`src/rtl/icache_refill.sv`:
```
`default_nettype none
// ---------------------------------------------------------------------------
// icache_refill : AXI4 line-refill engine for the icache (critical word first).
// Rev 1.0
// ---------------------------------------------------------------------------
module icache_refill #(
  parameter int         LINE_WORDS = 8,
  parameter int         INDEX_BITS = 7,
  parameter logic [3:0] AXI_ID     = 4'd0
) (
  input  logic                  clk,
  input  logic                  resetn,
  input  logic                  miss_req,
  input  logic [31:0]           miss_addr,
  output logic                  miss_ready,
  output logic                  crit_valid,
  output logic [31:0]           crit_data,
  output logic                  refill_done,
  output logic                  refill_err,
  output logic [3:0]            ram_wen,
  output logic [31:0]           ram_addr,
  output logic [31:0]           ram_wdata,
  output logic                  tag_wen,
  output logic [INDEX_BITS-1:0] tag_index,
  output logic [20:0]           tag_wdata,
  output logic [3:0]            arid,
  output logic [31:0]           araddr,
  output logic [7:0]            arlen,
  output logic [2:0]            arsize,
  output logic [1:0]            arburst,
  output logic                  arvalid,
  input  logic                  arready,
  input  logic [3:0]            rid,
  input  logic [31:0]           rdata,
  input  logic [1:0]            rresp,
  input  logic                  rlast,
  input  logic                  rvalid,
  output logic                  rready
);

  localparam int CNT_W  = $clog2(LINE_WORDS);
  localparam int OFF_W  = CNT_W + 2;
  localparam int TAG_LO = OFF_W + INDEX_BITS;

  localparam logic [CNT_W:0] CNT_FULL = (CNT_W+1)'(LINE_WORDS);
  localparam logic [CNT_W:0] CNT_LAST = (CNT_W+1)'(LINE_WORDS - 1);

  localparam logic [1:0] S_IDLE = 2'd0;
  localparam logic [1:0] S_AR   = 2'd1;
  localparam logic [1:0] S_R    = 2'd2;
  localparam logic [1:0] S_DONE = 2'd3;

  logic [1:0]        state_q, state_d;
  logic [31:OFF_W]   base_q, base_d;
  logic [CNT_W-1:0]  crit_off_q, crit_off_d;
  logic [CNT_W:0]    beat_cnt_q, beat_cnt_d;
  logic              err_q, err_d;
  logic              crit_valid_q, crit_valid_d;
  logic [31:0]       crit_data_q, crit_data_d;

  logic beat_fire, wr_fire, done;
  logic unused_bits;

  assign beat_fire   = (state_q == S_R) && rvalid;
  assign wr_fire     = beat_fire && (beat_cnt_q < CNT_FULL);
  assign done        = (state_q == S_DONE);
  assign unused_bits = ^{miss_addr[1:0], rresp[0]};

  always_comb begin
    state_d      = state_q;
    base_d       = base_q;
    crit_off_d   = crit_off_q;
    beat_cnt_d   = beat_cnt_q;
    err_d        = err_q;
    crit_valid_d = 1'b0;
    crit_data_d  = crit_data_q;
    case (state_q)
      S_IDLE: begin
        if (miss_req) begin
          base_d     = miss_addr[31:OFF_W];
          crit_off_d = miss_addr[OFF_W-1:2];
          state_d    = S_AR;
        end
      end
      S_AR: begin
        if (arready) begin
          beat_cnt_d = '0;
          state_d    = S_R;
        end
      end
      S_R: begin
        if (rvalid) begin
          if (beat_cnt_q != CNT_FULL) beat_cnt_d = beat_cnt_q + 1'b1;
          if (beat_cnt_q == {1'b0, crit_off_q}) begin
            crit_valid_d = 1'b1;
            crit_data_d  = rdata;
          end
          // Short bursts and overrun beats both leave the line unusable.
          err_d = err_q | rresp[1] | (rid != AXI_ID)
                | (beat_cnt_q >= CNT_FULL)
                | (rlast && (beat_cnt_q != CNT_LAST));
          if (rlast) state_d = S_DONE;
        end
      end
      default: begin
        err_d   = 1'b0;
        state_d = S_IDLE;
      end
    endcase
  end

  always_ff @(posedge clk or negedge resetn) begin
    if (!resetn) begin
      state_q      <= S_IDLE;
      base_q       <= '0;
      crit_off_q   <= '0;
      beat_cnt_q   <= '0;
      err_q        <= 1'b0;
      crit_valid_q <= 1'b0;
      crit_data_q  <= '0;
    end else begin
      state_q      <= state_d;
      base_q       <= base_d;
      crit_off_q   <= crit_off_d;
      beat_cnt_q   <= beat_cnt_d;
      err_q        <= err_d;
      crit_valid_q <= crit_valid_d;
      crit_data_q  <= crit_data_d;
    end
  end

  assign miss_ready  = (state_q == S_IDLE);
  assign crit_valid  = crit_valid_q;
  assign crit_data   = crit_data_q;
  assign refill_done = done;
  assign refill_err  = done & err_q;

  assign ram_wen   = {4{wr_fire}};
  assign ram_addr  = wr_fire ? {base_q, beat_cnt_q[CNT_W-1:0], 2'b00} : '0;
  assign ram_wdata = wr_fire ? rdata : '0;

  assign tag_wen   = done;
  assign tag_index = done ? base_q[TAG_LO-1:OFF_W] : '0;
  assign tag_wdata = done ? {~err_q, base_q[31:TAG_LO]} : '0;

  assign arid    = AXI_ID;
  assign arlen   = 8'(LINE_WORDS - 1);
  assign arsize  = 3'b010;
  assign arburst = 2'b01;
  assign arvalid = (state_q == S_AR);
  assign araddr  = arvalid ? {base_q, {OFF_W{1'b0}}} : '0;
  assign rready  = (state_q == S_R);

endmodule
`default_nettype wire

```
`config.mk`:
```
export PLATFORM = sky130hd
export DESIGN_NAME = icache_refill
export DESIGN_NICKNAME = d
export VERILOG_FILES = /design/src/rtl/icache_refill.sv
export SDC_FILE = /design/constraint.sdc
export NUM_CORES = 1
export LEC_CHECK = 0
export BUFFER_PORTS_ARGS = -buffer_cell sky130_fd_sc_hd__buf_4
export CORE_MARGIN = 5
export CORE_UTILIZATION = 25
export DETAILED_ROUTE_END_ITERATION = 12
export HOLD_SLACK_MARGIN = 0.08
export PLACE_DENSITY = 0.64
export SYNTH_ARGS = -nofsm -noshare
export SYNTH_HDL_FRONTEND = slang
export SYNTH_SLANG_ARGS = --single-unit
```
`constraint.sdc`:
```
create_clock -name clk -period 1.65 [get_ports clk]
set_input_delay 0.2475 -clock clk [delete_from_list [all_inputs] [get_ports clk]]
set_output_delay 0.2475 -clock clk [all_outputs]
set_load 0.02 [all_outputs]
```
==> impl_results.md, run 1 <==
- Outcome: complete, but fails checks
- Failing checks: setup timing
- Worst-path cell chain: ha_4 -> and3b_4 -> buf_4 -> clkbuf_16 -> and2_2 -> buf_4
- DP Cell Count: between 700 and 800
- # rows: 46
- Max-Cap Viols: 0
- Largest net degree at the start of global routing: between 40 and 50
- Die Area: roughly 19000 um2
- YS warnings: 0
- Reg clk slew, reported paths: 0.06 ns
- Filler cells: 1391
- WP data required: approximately 1.4 ns
- Clock Skews: roughly 0.012 ns
- Area leader, netlist: dfrtp_1
- Clk sinks: 70
- Total core area: between 15000 and 20000 um2
- Crit-path max FO: 7
- Die span in x: 137 um
- Non-filler cells, final: 852
- FF-to-FF setup slack: -0.30 ns
- Hold/Removal Path Class: input pin to flip-flop
- Number of CTS-inserted buffers: 9
- Main area contributors after synthesis: dfrtp_1 43%, and2_1 18%, mux2_4 11%
- Root Driver: clkbuf_16
- Grt ovf: 0
- Fin. max-slew vios: 0
- GR peak layer: met2
- Tcrit/Tclk final: 121%
- CTS tree: yes
- Leakage power total: roughly 4.0 nW
- Clock Path Buffers: 2
- WP depth: 6
- Hold_sp: miss_addr[23]
- Cell Area, Synth: just over 4000 um2
- Critical Path Sink Type: output pin
- Ant diodes: 0
- Async SR Flop Fraction: 100%
- Ratio of cells with drive above 1 in the final layout: 80.5%
- Crit path max-delay family: buffers and inverters
- Remaining DRCs: 0
- Post-DP HPWL: ~9700 um
- Total GRT Usage: about 14%
- Initial core utilization: around a quarter
- Max Clk Rate: between 400 and 500 MHz
- Sequential fraction of the synthesis area: 43.5%
- Area Growth Syn to Fin: 96.3%
- Crit path to: ram_addr[27]
- Vias per cell: 4.29
- Register Area: between 1500 and 2000 um2
- First-pass GRT wire length: ~21000 um
- Area of the multi-input gates: approximately 2400 um2
- Worst setup path start: state_q[1]$_DFFE_PN0P_
- Pwr per Cell Area: about 1900 nW/um2
- # H-tree levels: 3
- Critical path buffers and inverters: 3
- Placed Area: 6160 um2
- Placer Congestion: around 0.76
- Largest stage delay on the critical path: about 0.41 ns
- Layout net count: 713
- R2R depth: 9
- Fin area: between 7000 and 8000 um2
- Boundary Pins: 260
- Min Tclk post-route: between 2 and 2.5 ns
- Initial antenna violation count: 0
- Most frequent cells in the layout: 139 x buf_6, 128 x buf_4, 100 x and2_4, 70 x dfrtp_1, 32 x mux2_2
- R2r startpoint: state_q[0]$_DFFE_PN0P_
- Final setup fails: 164
- Syn Inst Count: approximately 350
- Clock latency at the later pin of the worst-skew pair: approximately 0.33 ns
- Post-synth EDFFs: 0
- RR Endpoint: crit_data[21]$_DFFE_PN0P_
- GRT met1 Usage: between 10% and 20%
- Most used DFF post-synth: dfrtp_1
- Vias: about 3700
- Avg Inst Size Synth: 11.4 um2
- IO buf count: 232
- Setup ws final: -0.353 ns
- CP Class: flip-flop to output pin
- RSZ-0062 raised after global routing: true
- #FFs+latches synth: 70
- Pre-CTS WS: -0.0793 ns
- CP max-delay cell: dfrtp_1
- Vias in the first global route: 3818
- Met2 GRT Util: approximately a quarter
- Drt total wl: roughly 16000 um
- CP dominant cell by count: buf_4
- Crit path launch type: flip-flop
- Die Ht: 137 um
- Post-DR wirelength/cell: 18.5 um
- Most common cell after layout, fill and taps aside: buf_6
- First-pass DRT Iterations: 4
- VDD IR max: roughly 1.0 mV
- Initial DRC count: 57
- Arr. time, crit path: around 1.8 ns
- Netlist cell types: 37
- Final hold vios: 0
- ANT nets after route: 0
- Post-synth top area share: between 40% and 50%
- Routing usage on met3: 5.51%
[power breakdown]
group | internal, mW | switching (mW)
Combinational | 5.59 | 4.25
Sequential | 2.55 | 0.722
Clock | 1.45 | 0.750
Total | 9.59 | 5.73
[sequential cells by signal, indices dropped and copies added, names as in the netlist]
name,cells
beat_cnt_q,4
crit_data,32
state_q,2
err_q,1
crit_off_q,3
base_q,27
crit_valid,1
[worst register-to-register path, cell delays in order (launching register included)]
cell and delay [ns]:
dfrtp_1 0.39, inv_2 0.09, ha_4 0.13, and3b_4 0.21
buf_12 0.14, buf_6 0.10, nand4_4 0.14, buf_6 0.20
buf_16 0.14, mux2_4 0.29
[repair_timing]
item,4_1_cts,5_1_grt
pin swaps,9,13
gates cloned,7,9
endpoints found under the setup margin,161,196
hold endpoints to repair,32,0
hold buffers,1,0
gates resized for setup,107,177
buffers inserted,16,10
[logic make-up (layout without fill, tap and decap cells)]
group           Yosys count  count (layout)  synth area share (%)
buf+inv                  58             318                  8.81
other cells               2              24                 0.186
xor+xnor                  3               3                 0.838
flops                    70              70                  43.5
compound gates            9               9                  1.86
mux                      65              65                  20.8
simple gates            141             141                  22.2
fa+ha+maj                 6               6                  1.86
[worst min-delay path by stage]
stage	cells after the start	endpoint	slack (ns)
3_5_place_dp	1	crit_data[7]$_DFFE_PN0P_	0.23
6_report	2	base_q[23]$_DFFE_PN0P_	0.14
2_1_floorplan	0	base_q[10]$_DFFE_PN0P_	-0.05
4_1_cts	2	base_q[21]$_DFFE_PN0P_	0.12
3_3_place_gp	1	crit_data[7]$_DFFE_PN0P_	0.23
5_1_grt	2	base_q[21]$_DFFE_PN0P_	0.12
[metal layers]
layer	vias up	share of wire (%)	routed length, um
li1	1662	-	-
met1	1777	38	5920
met2	192	51	7980
met3	22	9.6	1520
met4	0	2.0	316
met5	-	0	0
[cells in the mapped netlist, types with 2 or more instances]
| master | instances |
|---|---|
| mux2i_1 | 2 |
| nand3b_1 | 2 |
| clkbuf_1 | 15 |
| dfrtp_1 | 70 |
| nand2_1 | 5 |
| nor2b_1 | 4 |
| buf_6 | 3 |
| and2_1 | 117 |
| nor3_1 | 2 |
| buf_4 | 30 |
| inv_1 | 8 |
| mux2_2 | 34 |
| nor4_1 | 2 |
| xnor2_1 | 2 |
| mux2_4 | 29 |
| ha_1 | 6 |
| buf_2 | 2 |
| conb_1 | 2 |
[layout make-up]
type                    instances  share of cell area (%)
flip-flops and latches         70                    22.1
clock buffers                  12                    3.37
inverters                       8                   0.411
repair buffers                294                    38.9
multi-input cells             248                    30.8
well taps                     216                    3.41
clock inverters                 4                   0.964
[through the flow]
| stage | TNS (ns) | utilization, % | hold WS [ns] | total power, mW |
|---|---|---|---|---|
| finish | -43.54 | 50.0 | 0.141 | 15.3 |
| floorplan | -3.47 | - | -0.0481 | 7.29 |
| CTS | -46.18 | 45.4 | 0.121 | 13.8 |
| global route | -52.29 | 50.0 | 0.122 | 16.1 |
| global placement | -1.70 | 38.9 | 0.226 | 10.0 |
| detailed placement | -3.27 | 38.9 | 0.231 | 10.2 |
(Power assumes the default switching activity.)
==> run 2, diff against run 1 <==
ABC_AREA = 1   (was default)
CTS_BUF_LIST = sky130_fd_sc_hd__clkbuf_2 sky130_fd_sc_hd__clkbuf_4 sky130_fd_sc_hd__clkbuf_8   (was default)
PLACE_DENSITY = 0.62   (was 0.64)
clock period = 2.3 ns   (was 1.65 ns; I/O delays follow)
==> run 2 against run 1 <==
- the run now ends clean
- critical path depth stayed put
- sequential power decreased by 33%
- global-route usage is 0.43 points lower
- first-iteration DRC count grew to 2.6 times the previous value
- die area rose by 2.1%
- final cell count increased by 24%
==> impl_results.md, run 2 <==
- CTS tree: yes
- Layout net count: between 900 and 1000
- First-pass DRT Iterations: 4
- Drt total wl: between 10000 and 15000 um
- CP Class: flip-flop to output pin
- Tcrit/Tclk final: about nine tenths
- Final hold vios: 0
- # H-tree levels: 3
- Critical Path Sink Type: output pin
- Arr. time, crit path: 1.73 ns
- Leakage power total: about 4.1 nW
- Worst setup path start: state_q[0]$_DFFE_PN0P_
- Fin area: between 6000 and 7000 um2
- Crit path launch type: flip-flop
- Total core area: roughly 16000 um2
- Area Growth Syn to Fin: 50.0%
- Clk sinks: 70
- Final setup fails: 0
- Most frequent cells after synthesis: 160 x nand2_1, 133 x inv_1, 103 x nor2_1, 70 x dfrtp_1, 36 x nand3_1
- Ant diodes: 0
- Vias: about 4000
- Top-count cell post-synth: nand2_1
- Most used DFF post-synth: dfrtp_1
- Relative slew slack: between 50% and 60%
- Placer Congestion: roughly 0.8
- Vias per cell: 3.87
- Hold/Removal Path Class: input pin to flip-flop
- Initial DRC count: roughly 150
- Number of CTS-inserted buffers: 9
- Die Ht: approximately 140 um
- YS warnings: 0
- Die span in x: roughly 140 um
- # rows: 47
- Initial core utilization: roughly a quarter
- Root Driver: clkbuf_8
- Top routing layer used: met4
- Ratio of cells with drive above 1 in the final layout: 32.1%
- Total GRT Usage: 13.7%
- Pwr per Cell Area: ~1300 nW/um2
- Setup TNS: 0 ns
- Cell Area, Synth: 4120 um2
- Post-DR wirelength/cell: 12.6 um
- R2R depth: 8
- Main area contributors after synthesis: dfrtp_1 42%, nand2_1 15%, inv_1 12%
- Area leader, netlist: dfrtp_1
- Sequential fraction of the synthesis area: 42.5%
- Fin. max-slew vios: 0
- IO buf count: 232
- Min Tclk post-route: 2.08 ns
- VDD IR max: approximately 0.46 mV
- #FFs+latches synth: 70
- FF-to-FF setup slack: approximately 0.52 ns
- Actual slew at the worst max-slew pin: ~0.67 ns
- RSZ-0062 raised after global routing: false
- Post-DP HPWL: around 10000 um
- Boundary Pins: 260
- Crit-path max FO: 17
- Grt ovf: 0
- CP max-delay cell: dfrtp_1
- M1 WL: ~5700 um
- Async SR Flop Fraction: between 90% and 100%
- ANT nets after route: 0
- Max-Cap Viols: 0
- Max reg flops: 32
- Clock latency at the later pin of the worst-skew pair: about 0.35 ns
- Avg Inst Size Synth: 6.75 um2
- Reg clk slew, reported paths: about 0.080 ns
- Crit path to: ram_addr[13]
- Outcome: finished clean
- Total power: 7.97 mW
- Initial antenna violation count: 0
- Most frequent cells in the layout: 244 x buf_4, 159 x nand2_1, 133 x inv_1, 103 x nor2_1, 70 x dfrtp_1
- WP data required: between 1.5 and 2 ns
- Vias in the first global route: roughly 4000
- Largest stage delay on the critical path: 0.41 ns
- Max Clk Rate: ~480 MHz
- Post-synth EDFFs: 0
- CP dominant cell by count: buf_4
- Largest net degree at the start of global routing: 61
- Netlist cell types: 21
- Post-synth top area share: a little over two fifths
- R2r startpoint: state_q[0]$_DFFE_PN0P_
- Met3 routed WL: 587 um
- Worst-path cell chain: inv_1 -> ha_1 -> nand3_4 -> buf_4 -> nor2_1 -> buf_4
- Syn Inst Count: 611
- RR Endpoint: crit_data[13]$_DFFE_PN0P_
- Remaining DRCs: 0
- Metal2 WL: 6920 um
- Clock Skews: 0.00935 ns
- First-pass GRT wire length: 21300 um
- Worst hold path depth: 3
- Die Area: between 15000 and 20000 um2
- Min Hold Slack: roughly 0.23 ns
- Placed Area: 5950 um2
- Clock Path Buffers: 2
- Most common cell after layout, fill and taps aside: buf_4
## run 2: cell count changes after synthesis, sizes merged, moves of 37 or more
cell   previous run  this run
nand2             5       161
inv               8       135
and2            117         1
nor2              1       105
mux2             63         0
nand3             0        37
## run 2: timing repair
item                                   in CTS  in global routing
endpoints found under the hold margin      48                  0
hold buffers                                1                  0
gates resized for setup                     0                  1
setup buffers                               0                  3
setup endpoints to repair                   0                 50
## run 2: layout make-up
cell class                      count  area (um2)
Fill cell                        1795       10200
Inverter                          135         507
Multi-Input combinational cell    371        1580
Clock inverter                      4        47.5
Sequential cell                    70        1750
Tap cell                          220         275
Clock buffer                       12         146
Timing Repair Buffer              247        1870
## run 2: cell families (layout without fill, tap and decap cells)
kind of cell,count (synthesis),in the layout,share of synthesized area (%)
and+or+nand+nor,310,310,30.6
AOI/OAI and AO/OA,31,31,3.76
other,2,24,0.182
buffers and inverters,192,398,21.2
adders and majority gates,6,6,1.82
DFF,70,70,42.5
## run 2: metrics by stage
step                      setup slack [ns]  std cells  util (%)
after floorplan                      0.363        633         -
after global routing                0.0978       1059      37.7
final                                0.224       1059      37.7
after detailed placement             0.417       1039      36.3
after global placement               0.454       1039      36.3
after CTS                          0.00962       1056      37.5
## run 2: worst min-delay path by stage
| stage | from | endpoint | slack [ns] |
|---|---|---|---|
| 2_1_floorplan | resetn | base_q[10]$_DFFE_PN0P_ | 0.05 |
| 3_3_place_gp | resetn | crit_data[16]$_DFFE_PN0P_ | 0.44 |
| 3_5_place_dp | resetn | crit_data[16]$_DFFE_PN0P_ | 0.43 |
| 4_1_cts | rdata[28] | crit_data[28]$_DFFE_PN0P_ | 0.19 |
| 5_1_grt | rdata[9] | crit_data[9]$_DFFE_PN0P_ | 0.21 |
| 6_report | rdata[28] | crit_data[28]$_DFFE_PN0P_ | 0.23 |
## run 2: power by group
| group | total, mW | internal [mW] | leakage [nW] | switching (mW) |
|---|---|---|---|---|
| Sequential | 2.19 | 1.80 | 0.857 | 0.386 |
| Combinational | 4.78 | 1.82 | 3.12 | 2.96 |
| Clock | 1.00 | 0.534 | 0.101 | 0.469 |
| Total | 7.97 | 4.16 | 4.08 | 3.81 |
## run 2: layer usage
| metal | vias to the layer above | track usage, % |
|---|---|---|
| met1 | 1838 | 16.5 |
| met3 | 10 | 2.52 |
| li1 | 2152 | - |
| met4 | 0 | 4.84 |
| met2 | 99 | 24.3 |
| met5 | - | 0 |
## run 2: critical path: cells and delay by family (launching register included)
kind	cells	cell delay, ns
adders and majority gates	1	0.21
DFF	1	0.41
buffers and inverters	3	0.48
and+or+nand+nor	2	0.28
==> run 3, diff against run 2 <==
PLACE_DENSITY = default   (was 0.62)
==> run 3 against run 2 <==
- maximum frequency fell by 3.5%
- combinational power barely moved
- die area did not move
- routed wire length fell by 0.46%
- first-iteration DRC count rose by 30%
- non-clock buffer count fell by 5
- critical path depth did not move
- global-route usage fell by 0.12 points
- via count barely moved
- final cell count fell by 0.47%
- clock power rose by 7%
- final area fell by 0.16%
- critical endpoint is now ram_addr[25]
- largest cell class unchanged
==> impl_results.md, run 3 (synthesis results as in run 2) <==
- Die Ht: roughly 140 um
- Post-CTS Setup Inserts: 0
- Pwr per Cell Area: approximately 1300 nW/um2
- First-pass GRT wire length: 21100 um
- M1 WL: 5660 um
- Max-Cap Viols: 0
- CP Class: flip-flop to output pin
- Largest net degree at the start of global routing: 39
- Placer Congestion: 0.807
- Most common cell after layout, fill and taps aside: buf_4
- Initial antenna violation count: 0
- Area Growth Syn to Fin: 49.8%
- Leakage power total: just over 4 nW
- Hold/Removal Path Class: input pin to flip-flop
- # H-tree levels: 3
- Crit path launch type: flip-flop
- Number of CTS-inserted buffers: 9
- CP max-delay cell: dfrtp_1
- Vias: 4101
- Final hold vios: 0
- Reg clk slew, reported paths: 0.08 ns
- # rows: 47
- Ratio of cells with drive above 1 in the final layout: a little under a third
- Setup TNS: 0 ns
- Largest stage delay on the critical path: slightly above 0.4 ns
- Final setup fails: 0
- Total GRT Usage: 13.5%
- Initial DRC count: between 150 and 200
- CTS tree: yes
- First-pass DRT Iterations: 4
- Filler cells: ~1800
- WP data required: 1.96 ns
- Initial core utilization: approximately 25%
- Pre-CTS WS: roughly 0.44 ns
- Die span in x: ~140 um
- Vias in the first global route: approximately 4000
- Grt ovf: 0
- Tcrit/Tclk final: 93.5%
- Setup ws final: 0.149 ns
- Worst-path cell chain: inv_1 -> ha_1 -> nand3_4 -> buf_4 -> nor2_1 -> buf_4
- Top routing layer used: met4
- ANT nets after route: 0
- Drt total wl: ~13000 um
- Post-DR wirelength/cell: between 10 and 15 um
- Die Area: approximately 19000 um2
- Layout net count: ~910
- Metal2 WL: around 6800 um
- RSZ-0062 raised after global routing: false
- Max Clk Rate: 465 MHz
- Clk sinks: 70
- Root Driver: clkbuf_8
- CP dominant cell by count: buf_4
- IO buf count: about 230
- Clock Skews: approximately 0.012 ns
- Outcome: finished clean
- Fin. max-slew vios: 0
- Min Tclk post-route: about 2.2 ns
- VDD IR max: roughly 0.40 mV
- Clock Path Buffers: 2
- Remaining DRCs: 0
- Vias per cell: between 3 and 4
- Max reg flops: 32
- Crit-path max FO: 29
- Arr. time, crit path: 1.81 ns
- Boundary Pins: 260
- Post-DP HPWL: 10200 um
- Critical Path Sink Type: output pin
- Most frequent cells in the layout: 238 x buf_4, 159 x nand2_1, 133 x inv_1, 103 x nor2_1, 70 x dfrtp_1
- Clock latency at the later pin of the worst-skew pair: about 0.35 ns
- Met3 routed WL: around 620 um
- Total core area: about 16000 um2
- Ant diodes: 0
## run 3: changes by cell type in the layout (fill, tap and decap cells not counted), sizes merged
cell	previous run	this run
buf	246	241
clkbuf	12	13
clkinv	2	1
## run 3: final cells by class
class | instances | area (um2) | share of cell area (%)
multi-input combinational | 371 | 1580 | 25.7
clock inverter | 3 | 42.5 | 0.689
clock buffer | 13 | 166 | 2.70
timing repair buffer | 242 | 1850 | 29.9
inverter | 135 | 507 | 8.21
tap | 220 | 275 | 4.46
sequential | 70 | 1750 | 28.4
## run 3: routing by layer
layer	global-route usage [%]	vias up
met5	0	-
met4	5.51	0
met3	2.42	17
met2	23.2	110
li1	-	2141
met1	16.8	1833
## run 3: per-stage QoR
stage | util, % | hold WS (ns) | total power [mW] | area [um2] | cells
after global routing | 37.6 | 0.202 | 8.65 | 6170 | 1054
after global placement | 36.3 | 0.335 | 6.97 | 5950 | 1037
after detailed placement | 36.3 | 0.341 | 7.02 | 5950 | 1037
after floorplan | - | 0.0494 | 5.03 | 4210 | 633
final | 37.6 | 0.227 | 8.01 | 6170 | 1054
after CTS | 37.6 | 0.193 | 8.13 | 6170 | 1054
## run 3: power breakdown
part	switching [mW]	leakage, nW	internal, mW
logic	2.96	3.10	1.80
clock network	0.482	0.106	0.584
registers	0.394	0.857	1.80
total	3.83	4.07	4.18
## run 3: what timing repair did
item                                    4_1_cts  5_1_grt
resized for setup                             0        1
hold buffers                                  1        0
hold endpoints to repair                     33        0
endpoints found under the setup margin        0       25
## run 3: worst max-delay path: cells and delay by family, from the launching register on
kind,cells,cell delay (ns)
buffers and inverters,3,0.59
DFF,1,0.41
adders and majority gates,1,0.24
and+or+nand+nor,2,0.19
## run 3: final timing paths
path                                           from                        end  slack, ns  depth (start not counted)
min reg2reg                crit_data[7]$_DFFE_PN0P_   crit_data[7]$_DFFE_PN0P_       0.47                          2
min                                       rdata[13]  crit_data[13]$_DFFE_PN0P_       0.23                          3
max in group asynchronous                    resetn     base_q[17]$_DFFE_PN0P_       1.23                          3
min in group asynchronous                    resetn   crit_data[4]$_DFFE_PN0P_       0.48                          2
max reg2reg                  state_q[0]$_DFFE_PN0P_  crit_data[11]$_DFFE_PN0P_       0.55                          7
max                          state_q[0]$_DFFE_PN0P_               ram_addr[25]       0.15                          6
